==> src/rtl/mem_stage_ctrl_pkg.sv <==
// Shared memory-stage definitions: operation codes, FSM encodings and
// small decode helpers used by the controller and its lane aligner.
package mem_stage_ctrl_pkg;

  localparam int WORD_W   = 32;
  localparam int MEM_OP_W = 4;

  // Memory operation codes carried in the EX/MEM register
  localparam logic [MEM_OP_W-1:0] MEM_OP_NOP      = 4'd0;
  localparam logic [MEM_OP_W-1:0] MEM_OP_RD_BYTE  = 4'd1;
  localparam logic [MEM_OP_W-1:0] MEM_OP_RD_HALF  = 4'd2;
  localparam logic [MEM_OP_W-1:0] MEM_OP_RD_WORD  = 4'd3;
  localparam logic [MEM_OP_W-1:0] MEM_OP_RD_UBYTE = 4'd4;
  localparam logic [MEM_OP_W-1:0] MEM_OP_RD_UHALF = 4'd5;
  localparam logic [MEM_OP_W-1:0] MEM_OP_WR_BYTE  = 4'd6;
  localparam logic [MEM_OP_W-1:0] MEM_OP_WR_HALF  = 4'd7;
  localparam logic [MEM_OP_W-1:0] MEM_OP_WR_WORD  = 4'd8;

  localparam int MEMC_ST_W = 2;

  typedef enum logic [MEMC_ST_W-1:0] {
    MEMC_ST_IDLE = 2'd0,
    MEMC_ST_WAIT = 2'd1,
    MEMC_ST_DONE = 2'd2
  } memc_state_e;

  typedef enum logic [1:0] {
    SIZE_BYTE = 2'd0,
    SIZE_HALF = 2'd1,
    SIZE_WORD = 2'd2,
    SIZE_NONE = 2'd3
  } mem_size_e;

  // True for any load code
  function automatic logic mem_op_is_rd(input logic [MEM_OP_W-1:0] op);
    logic r;
    case (op)
      MEM_OP_RD_BYTE, MEM_OP_RD_HALF, MEM_OP_RD_WORD,
      MEM_OP_RD_UBYTE, MEM_OP_RD_UHALF: r = 1'b1;
      default:                          r = 1'b0;
    endcase
    return r;
  endfunction

  // True for any store code
  function automatic logic mem_op_is_wr(input logic [MEM_OP_W-1:0] op);
    logic r;
    case (op)
      MEM_OP_WR_BYTE, MEM_OP_WR_HALF, MEM_OP_WR_WORD: r = 1'b1;
      default:                                        r = 1'b0;
    endcase
    return r;
  endfunction

  // Access size; unknown codes and NOP report SIZE_NONE
  function automatic mem_size_e mem_op_size(input logic [MEM_OP_W-1:0] op);
    mem_size_e r;
    case (op)
      MEM_OP_RD_BYTE, MEM_OP_RD_UBYTE, MEM_OP_WR_BYTE: r = SIZE_BYTE;
      MEM_OP_RD_HALF, MEM_OP_RD_UHALF, MEM_OP_WR_HALF: r = SIZE_HALF;
      MEM_OP_RD_WORD, MEM_OP_WR_WORD:                  r = SIZE_WORD;
      default:                                         r = SIZE_NONE;
    endcase
    return r;
  endfunction

endpackage

==> src/rtl/mem_lane_align.sv <==
// Combinational lane steering: byte enables, store-data replication,
// load-lane selection with sign/zero extension, and alignment check.
module mem_lane_align
  import mem_stage_ctrl_pkg::*;
(
  input  logic [MEM_OP_W-1:0] mem_op,
  input  logic [1:0]          offset,
  input  logic [WORD_W-1:0]   wr_data,
  input  logic [WORD_W-1:0]   rdata,
  output logic [3:0]          be,
  output logic [WORD_W-1:0]   wdata,
  output logic [WORD_W-1:0]   ld_data,
  output logic                aligned
);

  logic [WORD_W-1:0] shifted_s;
  logic [7:0]        byte_s;
  logic [15:0]       half_s;

  // Bring the addressed lane down to bit 0 for extension
  always_comb begin
    shifted_s = rdata >> {offset, 3'b000};
    byte_s    = shifted_s[7:0];
    half_s    = shifted_s[15:0];
  end

  // Size-dependent enables, write replication and alignment
  always_comb begin
    be      = 4'b0000;
    wdata   = wr_data;
    aligned = 1'b1;
    case (mem_op_size(mem_op))
      SIZE_BYTE: begin
        be      = 4'b0001 << offset;
        wdata   = {4{wr_data[7:0]}};
        aligned = 1'b1;
      end
      SIZE_HALF: begin
        be      = 4'b0011 << {offset[1], 1'b0};
        wdata   = {2{wr_data[15:0]}};
        aligned = (offset[0] == 1'b0);
      end
      SIZE_WORD: begin
        be      = 4'b1111;
        wdata   = wr_data;
        aligned = (offset == 2'b00);
      end
      default: begin
        be      = 4'b0000;
        wdata   = wr_data;
        aligned = 1'b1;
      end
    endcase
  end

  // Load-result extension by load kind
  always_comb begin
    ld_data = 32'h0000_0000;
    case (mem_op)
      MEM_OP_RD_BYTE:  ld_data = {{24{byte_s[7]}}, byte_s};
      MEM_OP_RD_UBYTE: ld_data = {24'h00_0000, byte_s};
      MEM_OP_RD_HALF:  ld_data = {{16{half_s[15]}}, half_s};
      MEM_OP_RD_UHALF: ld_data = {16'h0000, half_s};
      MEM_OP_RD_WORD:  ld_data = rdata;
      default:         ld_data = 32'h0000_0000;
    endcase
  end

endmodule

==> src/rtl/mem_stage_ctrl.sv <==
// Memory-stage controller: sequences one load/store at a time onto a
// single-port data memory via req/ack, stalls the pipeline while the
// access is outstanding, and reports misalignment and ack timeouts.
module mem_stage_ctrl
  import mem_stage_ctrl_pkg::*;
#(
  parameter int TIMEOUT  = 16,
  parameter int TO_CNT_W = 5
) (
  input  logic                clk,
  input  logic                rst_n,
  input  logic                op_valid,
  input  logic [MEM_OP_W-1:0] mem_op,
  input  logic [WORD_W-1:0]   addr,
  input  logic [WORD_W-1:0]   wr_data,
  output logic                stall,
  output logic [WORD_W-1:0]   rd_data,
  output logic                rd_valid,
  output logic                err_misaligned,
  output logic                err_timeout,
  output logic                dmem_req,
  output logic                dmem_we,
  output logic [WORD_W-1:0]   dmem_addr,
  output logic [3:0]          dmem_be,
  output logic [WORD_W-1:0]   dmem_wdata,
  input  logic                dmem_ack,
  input  logic [WORD_W-1:0]   dmem_rdata
);

  localparam logic                TO_EN   = (TIMEOUT != 0);
  localparam logic [TO_CNT_W-1:0] TO_LAST = TO_CNT_W'(TIMEOUT - 1);

  memc_state_e         state_r;
  logic [TO_CNT_W-1:0] to_cnt_r;
  logic [MEM_OP_W-1:0] op_r;
  logic [1:0]          off_r;

  logic                accept_s;
  logic [MEM_OP_W-1:0] op_sel_s;
  logic [1:0]          off_sel_s;
  logic [3:0]          be_s;
  logic [WORD_W-1:0]   wdata_s;
  logic [WORD_W-1:0]   ld_data_s;
  logic                aligned_s;

  // Accept decode and lane-aligner input select: live op in IDLE, latched op otherwise
  always_comb begin
    accept_s = op_valid && (mem_op_is_rd(mem_op) || mem_op_is_wr(mem_op));
    if (state_r == MEMC_ST_IDLE) begin
      op_sel_s  = mem_op;
      off_sel_s = addr[1:0];
    end else begin
      op_sel_s  = op_r;
      off_sel_s = off_r;
    end
  end

  mem_lane_align u_lane_align (
    .mem_op  (op_sel_s),
    .offset  (off_sel_s),
    .wr_data (wr_data),
    .rdata   (dmem_rdata),
    .be      (be_s),
    .wdata   (wdata_s),
    .ld_data (ld_data_s),
    .aligned (aligned_s)
  );

  // Pipeline hold: on the accept cycle and throughout WAIT, including the ack cycle
  always_comb begin
    stall = 1'b0;
    case (state_r)
      MEMC_ST_IDLE: stall = accept_s;
      MEMC_ST_WAIT: stall = 1'b1;
      default:      stall = 1'b0;
    endcase
  end

  // Controller FSM, timeout counter and registered memory/pipeline outputs
  always_ff @(posedge clk) begin
    if (!rst_n) begin
      state_r        <= MEMC_ST_IDLE;
      to_cnt_r       <= '0;
      op_r           <= MEM_OP_NOP;
      off_r          <= 2'b00;
      rd_data        <= 32'h0000_0000;
      rd_valid       <= 1'b0;
      err_misaligned <= 1'b0;
      err_timeout    <= 1'b0;
      dmem_req       <= 1'b0;
      dmem_we        <= 1'b0;
      dmem_addr      <= 32'h0000_0000;
      dmem_be        <= 4'b0000;
      dmem_wdata     <= 32'h0000_0000;
    end else begin
      case (state_r)
        MEMC_ST_IDLE: begin
          rd_valid       <= 1'b0;
          err_misaligned <= 1'b0;
          err_timeout    <= 1'b0;
          to_cnt_r       <= '0;
          if (accept_s && aligned_s) begin
            dmem_req   <= 1'b1;
            dmem_we    <= mem_op_is_wr(mem_op);
            dmem_addr  <= {addr[WORD_W-1:2], 2'b00};
            dmem_be    <= be_s;
            dmem_wdata <= wdata_s;
            op_r       <= mem_op;
            off_r      <= addr[1:0];
            state_r    <= MEMC_ST_WAIT;
          end else if (accept_s) begin
            // Misaligned: never touch memory, just report
            err_misaligned <= 1'b1;
            state_r        <= MEMC_ST_DONE;
          end else begin
            state_r <= MEMC_ST_IDLE;
          end
        end
        MEMC_ST_WAIT: begin
          if (dmem_ack) begin
            dmem_req <= 1'b0;
            to_cnt_r <= '0;
            if (mem_op_is_rd(op_r)) begin
              rd_data  <= ld_data_s;
              rd_valid <= 1'b1;
            end else begin
              rd_valid <= 1'b0;
            end
            state_r <= MEMC_ST_DONE;
          end else if (TO_EN && (to_cnt_r == TO_LAST)) begin
            dmem_req    <= 1'b0;
            err_timeout <= 1'b1;
            rd_data     <= 32'h0000_0000;
            to_cnt_r    <= '0;
            state_r     <= MEMC_ST_DONE;
          end else begin
            to_cnt_r <= to_cnt_r + {{(TO_CNT_W-1){1'b0}}, 1'b1};
            state_r  <= MEMC_ST_WAIT;
          end
        end
        MEMC_ST_DONE: begin
          // EX/MEM still shows the finished op here, so inputs are ignored
          rd_valid       <= 1'b0;
          err_misaligned <= 1'b0;
          err_timeout    <= 1'b0;
          dmem_req       <= 1'b0;
          to_cnt_r       <= '0;
          state_r        <= MEMC_ST_IDLE;
        end
        default: begin
          dmem_req <= 1'b0;
          to_cnt_r <= '0;
          state_r  <= MEMC_ST_IDLE;
        end
      endcase
    end
  end

endmodule

==> config.mk <==
export PLATFORM = sky130hd
export DESIGN_NAME = mem_stage_ctrl
export DESIGN_NICKNAME = d
export VERILOG_FILES = /design/src/rtl/mem_stage_ctrl_pkg.sv /design/src/rtl/mem_lane_align.sv /design/src/rtl/mem_stage_ctrl.sv
export SDC_FILE = /design/constraint.sdc
export NUM_CORES = 1
export LEC_CHECK = 0
export ABC_AREA = 1
export ABC_CLOCK_PERIOD_IN_PS = 3400
export CAP_MARGIN = 10
export CORE_MARGIN = 4
export CORE_UTILIZATION = 46
export CTS_CLUSTER_SIZE = 16
export DETAILED_ROUTE_END_ITERATION = 10
export MAX_ROUTING_LAYER = met4
export PLACE_DENSITY_LB_ADDON = 0.3
export SETUP_SLACK_MARGIN = 0.05
export SLEW_MARGIN = 20
export SYNTH_ARGS = -nofsm -noshare
export SYNTH_HDL_FRONTEND = slang
export SYNTH_SLANG_ARGS = --single-unit
==> constraint.sdc <==
create_clock -name clk -period 3.4 [get_ports clk]
set_input_delay 0.51 -clock clk [delete_from_list [all_inputs] [get_ports clk]]
set_output_delay 0.51 -clock clk [all_outputs]
set_load 0.02 [all_outputs]
==> impl_summary.txt, run 1 <==
----------------------------------------------------
[Power and ir drop]
  Switching share of power ... 42.4%
  Peak supply drop ... 696 uV
  Share of total power in sequential cells ... 23.6%
  Pwr per Cell Area ... 949 mW/mm2
  Switching power ... 3.52 mW
  Share of total power in the clock network ... 23.3%
  Cell Int Power ... 4.78 mW
  Combinational share of power ... 53.1%
  Leak Pwr ... 3.68 nW

[Final layout]
  # fillers ... 1100
  Final core utilization ... 69.3%
  # diodes ... 0
  Number of nets in the final layout ... 1207
  Share of final-layout standard cells stronger than drive strength 1 ... 7.78%
  P&R area growth vs syn ... 47.3%

[CTS]
  Clock-pin slew reported for the worst setup and hold paths after clock tree synthesis ... 0.06 ns
  # hold bufs at CTS ... 0
  Total number of H-tree levels ... 4
  Number of cells upsized or downsized after cts ... 0
  Maximum clock path buffer count ... 2
  Number of setup buffers added after CTS ... 0
  TritonCTS clock tree ... yes
  Clock sinks ... 116
  Root cell of the clock tree ... clkbuf_16
  Total CTS buffers ... 17
  Worst-Skew Late Latency ... 0.41 ns

[GRT]
  Number of antenna violations at the first check in global routing ... 0
  First-pass GRT wire length ... 28.1 mm
  Total GRT Usage ... 24.4%
  Vias in the first global route ... 5776
  Maximum number of pins on one net before global-route repair ... 75
  Global-route congestion overflow total ... 0

[Critical path]
  Reg2reg path depth ... 18
  Worst Path Arrival ... 3.29 ns
  Critical Path End ... dmem_wdata[2]
  Required time reported for the critical path endpoint ... 3.74 ns
  Worst reg2reg setup slack ... 0.44 ns
  Stages on the worst setup path ... 18
  Critical Path Source ... state_r[0]
  Biggest cell delay along the critical path ... 0.48 ns
  Critical path startpoint category ... register
  Capture instance of the worst register-to-register path ... dmem_wdata[2]
  Category of cells accounting for the largest share of critical-path delay ... simple AND/OR/NAND/NOR gates
  Series of cell instances along the critical path ... inv_2, nand2_4, or2_2, o21ai_0, buf_4, ha_1, o21ai_0, nand2_1, o21a_1, inv_1, ha_1, nand2_1, nand3_2, nand2_2, inv_2, buf_6, nor2_1, nor2_1
  Worst R2R Start ... state_r[0]
  Worst setup path category ... reg2reg
  Kind of capture point of the worst setup path ... register
  Buffering stage count on the worst path with inverters included ... 5
  Max stage delay cell, worst path ... dfxtp_1
  CP Max Fanout ... 33

[Route]
  Total wirelength of the detailed-routed design ... 17.6 mm
  Number of remaining DRC errors ... 0
  Total number of vias ... 6295
  Detailed Routing Iterations Pass 1 ... 5
  Count of routing violations after the opening detailed-route iteration ... 599
  Vias/cell ... 4.93
  Average wire per cell in the routed design ... 13.8 um
  Count of nets left with antenna violations after detail routing ... 0

[Logic synthesis]
  Main area contributors after synthesis ... dfxtp_1 (39%), nand2_1 (16%), nor2_1 (10%)
  Most used standard cell by instance count after synthesis ... nand2_1
  Mean instance size in the synthesized netlist ... 6.60 um2
  Count of unique library cells instantiated by Yosys ... 35
  Synthesized cell area ... 0.00594 mm2
  Dominant register cell in the synthesized netlist ... dfxtp_1
  Ys Warns ... 0
  Share of the synthesized area in the top cell type ... 39.1%
  Number of register bits inferred by synthesis ... 116
  Number of enable-type register cells in the synthesized netlist ... 0
  Commonest cells post-synth ... nand2_1 (249), nor2_1 (159), dfxtp_1 (116)
  Largest area contributor in the synthesized netlist ... dfxtp_1
  Sequential-to-total area share from yosys stat ... 39.1%
  Async set-reset flop share out of synthesis ... 0%
  Synthesized instance count ... 900

[Timing]
  Tcrit/Tclk final ... 86.9%
  Final critical-path setup slack ... 0.444 ns
  Final hold slack ... 0.441 ns
  Least-Margin Pin Slew ... 0.769 ns
  Clock skew ... 0.00745 ns
  Total count of hold-check failures in the final report ... 0
  Maximum frequency from static timing analysis ... 338 MHz
  Slew Limit Headroom ... 48.7%
  Number of pins with negative max-slew slack in the final report ... 0
  Clock period minus worst slack ... 2.96 ns
  Setup-failing EPs final ... 0
  RSZ-0062 raised after global routing ... false

[Placement]
  HPWL after detailed placement ... 12.9 mm
  Number of buffer cells added on primary ports ... 207
  Weighted congestion at the end of routability-driven global placement ... 0.895
  Worst slack, placed ... -0.00953 ns

[Worst hold path]
  Worst hold path type ... reg2reg

[Floorplanning]
  Full die area ... 0.0148 mm2
  Core region area ... 0.0126 mm2
  Row Count ... 41
  Vertical extent of the die ... 122 um
  Effective utilization at floorplan ... 47.1%
  Die span in x ... 122 um
  IO Pins ... 210

[Outcome]
  Result of the run ... complete, no violations

[Run]
  Number of max-cap violations ... 0

----------------------------------------------------
sequential cells by signal (all words and copies together) (netlist names):
| register | count |
|---|---|
| state_r | 2 |
| dmem_req | 1 |
| dmem_be | 4 |
| dmem_addr | 30 |
| rd_data | 32 |
| off_r | 2 |
| err_misaligned | 1 |
| dmem_wdata | 32 |
| err_timeout | 1 |
| dmem_we | 1 |
| to_cnt_r | 5 |
| op_r | 4 |
| rd_valid | 1 |
cell families (layout without fill, tap and decap cells):
family	count (synthesis)	count (layout)	share of synthesized area (%)
other cells	1	2	0.0632
flops	116	116	39.1
compound gates	165	165	15.0
fa+ha+maj	10	10	2.11
simple gates	492	492	34.9
buf+inv	116	321	8.83
per-stage QoR:
stage               power (mW)  setup TNS [ns]  area [um2]  instances
floorplan                 4.87               0        5940        901
global placement          6.30               0        8100       1246
detailed placement        6.36         -0.0139        8100       1246
CTS                       8.33               0        8740       1278
global route              8.93               0        8740       1278
finish                    8.30               0        8740       1278
cells in the final DEF (no fill, tap or decap), drive strengths merged:
| cell | netlist | final |
|---|---|---|
| nor2 | 163 | 163 |
| clkbuf | 20 | 20 |
| ha | 10 | 10 |
| nand4 | 1 | 1 |
| o21bai | 1 | 1 |
| nand3 | 55 | 55 |
| clkinv | 2 | 4 |
| o31a | 1 | 1 |
| nand3b | 4 | 4 |
| inv | 67 | 68 |
| o211ai | 1 | 1 |
| nand2 | 265 | 265 |
| clkdlybuf4s50 | 0 | 206 |
| a21oi | 68 | 68 |
| a21boi | 1 | 1 |
| clkinvlp | 0 | 5 |
| o21a | 1 | 1 |
| o21ai | 92 | 92 |
| bufinv | 0 | 4 |
| nor3b | 1 | 1 |
| conb | 1 | 2 |
| buf | 27 | 14 |
| or2 | 1 | 1 |
| nor3 | 2 | 2 |
| dfxtp | 116 | 116 |
power by group through the flow:
stage	combinational [mW]	sequential, mW	clock, mW
after global routing	4.89	2.01	2.03
after detailed placement	4.38	1.99	0
after floorplan	2.46	2.41	0
after global placement	4.31	1.98	0
final	4.40	1.96	1.94
after CTS	4.41	1.96	1.96
per-layer routing:
layer / global-route usage, % / routed length (um)
met1: 30.2 / 7730
met2: 38.9 / 8200
met3: 5.94 / 1250
met4: 8.68 / 423
met5: - / 0
worst min path at each step:
stage                      startpoint          end  cells after the start
final                     to_cnt_r[0]  to_cnt_r[0]                      1
after detailed placement  to_cnt_r[0]  to_cnt_r[0]                      1
after global placement    to_cnt_r[0]  to_cnt_r[0]                      1
after floorplan           to_cnt_r[0]  to_cnt_r[0]                      1
after global routing      to_cnt_r[0]  to_cnt_r[0]                      1
after CTS                 to_cnt_r[0]  to_cnt_r[0]                      1
area by class of cell:
cell class / count / area, um2 / share of cell area [%]
Multi-Input combinational cell: 669 / 3100 / 35.4
Sequential cell: 116 / 2320 / 26.6
Clock buffer: 20 / 467 / 5.34
Inverter: 69 / 259 / 2.96
Tap cell: 172 / 215 / 2.46
Timing Repair Buffer: 220 / 2210 / 25.2
Clock inverter: 12 / 176 / 2.02
Note: power is estimated with default switching activity, not from simulation.
==> run 2: changes to the inputs <==
--- a/config.mk
+++ b/config.mk
@@ -15,4 +15,5 @@
 export MAX_ROUTING_LAYER = met4
 export PLACE_DENSITY_LB_ADDON = 0.3
+export REMOVE_ABC_BUFFERS = 1
 export SETUP_SLACK_MARGIN = 0.05
 export SLEW_MARGIN = 20
==> constraint.sdc (replaced) <==
create_clock -name clk -period 3.4 [get_ports clk]
set_input_delay 0.85 -clock clk [delete_from_list [all_inputs] [get_ports clk]]
set_output_delay 0.85 -clock clk [all_outputs]
set_load 0.02 [all_outputs]
==> run 2 against run 1 <==
- clock skew rose by 0.0017 ns
- clock-buffer cell count rose by 3
- die area did not move
- highest routed layer unchanged
==> impl_summary.txt, run 2 (same netlist as run 1, synthesis figures left out) <==
----------------------------------------------------
[Timing]
  Clock period minus worst slack ... 3.13 ns (+0.173 ns)
  Setup-failing EPs final ... 0 (unchanged)
  Least-Margin Pin Slew ... 0.515 ns (-0.254 ns)
  Final hold slack ... 0.451 ns (+0.00964 ns)
  Slew Limit Headroom ... 65.6% (+17 points)
  RSZ-0062 raised after global routing ... true
  Maximum frequency from static timing analysis ... 320 MHz (-5.5%)
  Final critical-path setup slack ... 0.271 ns (-0.173 ns)
  Tcrit/Tclk final ... 92.0% (+5.1 points)
  Total count of hold-check failures in the final report ... 0 (unchanged)
  Number of pins with negative max-slew slack in the final report ... 0 (unchanged)
  Clock skew ... 0.00919 ns (+0.00174 ns)

[Critical path]
  Required time reported for the critical path endpoint ... 3.70 ns (-0.04 ns)
  Kind of capture point of the worst setup path ... register
  Biggest cell delay along the critical path ... 0.45 ns (-0.03 ns)
  Category of cells accounting for the largest share of critical-path delay ... buffers and inverters
  Critical path startpoint category ... input pin
  Worst Path Arrival ... 3.43 ns (+0.14 ns)
  Worst setup path category ... in2reg
  Buffering stage count on the worst path with inverters included ... 6 (+1)
  Max stage delay cell, worst path ... clkdlybuf4s50_1
  CP Max Fanout ... 26 (-21%)
  Series of cell instances along the critical path ... clkdlybuf4s50_1, or2_2, o21ai_0, buf_4, ha_1, o21ai_0, nand2_1, o21a_1, inv_1, ha_1, nand2_1, nand3_2, nand2_2, inv_2, buf_12, buf_12, nor2_1, nor2_1

[Final layout]
  Area used by multi-input combinational logic ... 0.00310 mm2 (unchanged)
  Commonest non-fill, non-tap cells in the layout ... nand2_1 (249), clkdlybuf4s50_1 (205), nor2_1 (159)
  # fillers ... 1072 (-2.5%)
  Final core utilization ... 70.6% (+1.3 points)
  Registers with the most flip-flops ... dmem_wdata: 32 flops, rd_data: 32 flops, dmem_addr: 30 flops
  Most common cell after layout, fill and taps aside ... nand2_1
  Number of nets in the final layout ... 1230 (+1.9%)
  Share of final-layout standard cells stronger than drive strength 1 ... 9.07% (+1.3 points)
  P&R area growth vs syn ... 50.1%
  Sequential cell area in the final layout ... 0.00232 mm2 (unchanged)

[Floorplanning]
  Core region area ... 0.0126 mm2 (unchanged)
  Vertical extent of the die ... 122 um (unchanged)
  IO Pins ... 210 (unchanged)
  Effective utilization at floorplan ... 47.1% (unchanged)
  Row Count ... 41 (unchanged)
  Full die area ... 0.0148 mm2 (unchanged)
  Die span in x ... 122 um (unchanged)

[Power and ir drop]
  Leak Pwr ... 3.80 nW (+3.3%)
  Share of total power in sequential cells ... 23.1% (-0.5 points)
  Share of total power in the clock network ... 21.8% (-1.5 points)
  Peak supply drop ... 527 uV (-24%)
  Combinational share of power ... 55.0% (+1.9 points)
  Cell Int Power ... 4.99 mW (+4.4%)
  Switching share of power ... 41.1% (-1.3 points)
  Pwr per Cell Area ... 951 mW/mm2 (+0.20%)
  Switching power ... 3.48 mW (-0.98%)

[CTS]
  Clock-pin slew reported for the worst setup and hold paths after clock tree synthesis ... 0.05 ns (about the same)
  Maximum clock path buffer count ... 2 (unchanged)
  Total number of H-tree levels ... 4 (unchanged)
  Total CTS buffers ... 17 (unchanged)
  Root cell of the clock tree ... clkbuf_16
  Clock sinks ... 116 (unchanged)
  Worst-Skew Late Latency ... 0.42 ns (about the same)
  TritonCTS clock tree ... yes

[Route]
  Average wire per cell in the routed design ... 14.0 um (+2.0%)
  Count of routing violations after the opening detailed-route iteration ... 475 (-21%)
  Total wirelength of the detailed-routed design ... 18.2 mm (+3.6%)
  Vias/cell ... 4.93 (about the same)
  Detailed Routing Iterations Pass 1 ... 5 (unchanged)
  Count of nets left with antenna violations after detail routing ... 0 (unchanged)
  Total number of vias ... 6397 (+1.6%)
  Number of remaining DRC errors ... 0 (unchanged)

[Outcome]
  Result of the run ... complete, no violations

[GRT]
  Number of antenna violations at the first check in global routing ... 0 (unchanged)
  Maximum number of pins on one net before global-route repair ... 62 (-17%)
  Vias in the first global route ... 5884 (+1.9%)
  Global-route congestion overflow total ... 0 (unchanged)
  Total GRT Usage ... 25.4% (+1.1 points)
  First-pass GRT wire length ... 29.2 mm (+3.7%)

[Placement]
  Worst slack, placed ... -0.174 ns (-0.164 ns)
  HPWL after detailed placement ... 13.3 mm (+3.2%)
  Weighted congestion at the end of routability-driven global placement ... 0.945 (+5.5%)
  Number of buffer cells added on primary ports ... 207 (unchanged)

[Worst hold path]
  Worst hold path type ... reg2reg

[Run]
  Number of max-cap violations ... 0 (unchanged)

----------------------------------------------------
[run 2: cell count changes in the layout (fill, tap and decap cells not counted)]
cell             previous run  this run
buf_12                      3         6
buf_4                       9        30
buf_6                       1         0
clkbuf_1                    0         3
clkdlybuf4s50_1           206       205
clkinv_2                    2         1
clkinvlp_4                  5         0
diode_2                     0         1
dlygate4sd2_1               0         1
inv_6                       1         0
[run 2: final timing paths]
| kind | endpoint | cells past startpoint | startpoint | slack [ns] |
|---|---|---|---|---|
| max | dmem_addr[18] | 18 | mem_op[0] | 0.27 |
| min | dmem_req | 2 | dmem_req | 0.45 |
| max reg2reg | dmem_addr[18] | 19 | state_r[0] | 0.52 |
| min reg2reg | dmem_req | 2 | dmem_req | 0.45 |
[run 2: power by group through the flow]
stage / Clock (mW) / Sequential [mW] / Combinational, mW
final: 1.85 / 1.96 / 4.66
after detailed placement: 0 / 1.99 / 4.65
after floorplan: 0 / 2.41 / 2.26
after CTS: 1.88 / 1.96 / 4.68
after global placement: 0 / 1.98 / 4.59
after global routing: 1.93 / 2.01 / 5.19
[run 2: metal layers]
layer / track usage (%) / vias to the layer above / wire (um)
met3: 5.85 / 31 / 1260
met2: 41.5 / 211 / 8720
met4: 9.03 / 0 / 413
li1: - / 3280 / -
met5: - / - / 0
met1: 30.9 / 2875 / 7850
[run 2: layout make-up]
type                            count  share of cell area, %
Tap cell                          172                   2.41
Antenna cell                        1                 0.0281
Inverter                           69                   2.91
Sequential cell                   116                   26.1
Timing Repair Buffer              243                   27.1
Multi-Input combinational cell    669                   34.8
Clock inverter                      5                   1.40
Clock buffer                       23                   5.36
[run 2: repair_timing]
item | in CTS | in global routing
hold endpoints to repair | 0 | 0
endpoints found under the setup margin | 1 | 7
hold buffers | 0 | 0
buffers inserted | 0 | 0
resized for setup | 1 | 1
[run 2: per-stage QoR]
| stage | setup TNS [ns] | instance area [um2] | power, mW | instances |
|---|---|---|---|---|
| after CTS | 0 | 8910 | 8.52 | 1297 |
| after global placement | -3.59 | 8310 | 6.56 | 1269 |
| after global routing | 0 | 8910 | 9.13 | 1297 |
| after detailed placement | -7.98 | 8310 | 6.64 | 1269 |
| after floorplan | -35.03 | 5680 | 4.67 | 854 |
| final | 0 | 8910 | 8.47 | 1298 |
[run 2: worst register-to-register path, delay by kind of cell (launching register included)]
| kind | cells | cell delay (ns) |
|---|---|---|
| DFF | 1 | 0.48 |
| adders and majority gates | 2 | 0.41 |
| and+or+nand+nor | 8 | 0.72 |
| buffers and inverters | 6 | 0.79 |
| AOI/OAI and AO/OA | 3 | 0.36 |
==> run 3: changes to the inputs <==
Settings changed: ABC_CLOCK_PERIOD_IN_PS 3400 to default.
==> results of run 3 <==
Final layout, timing and power as in run 2 (identical DEF).
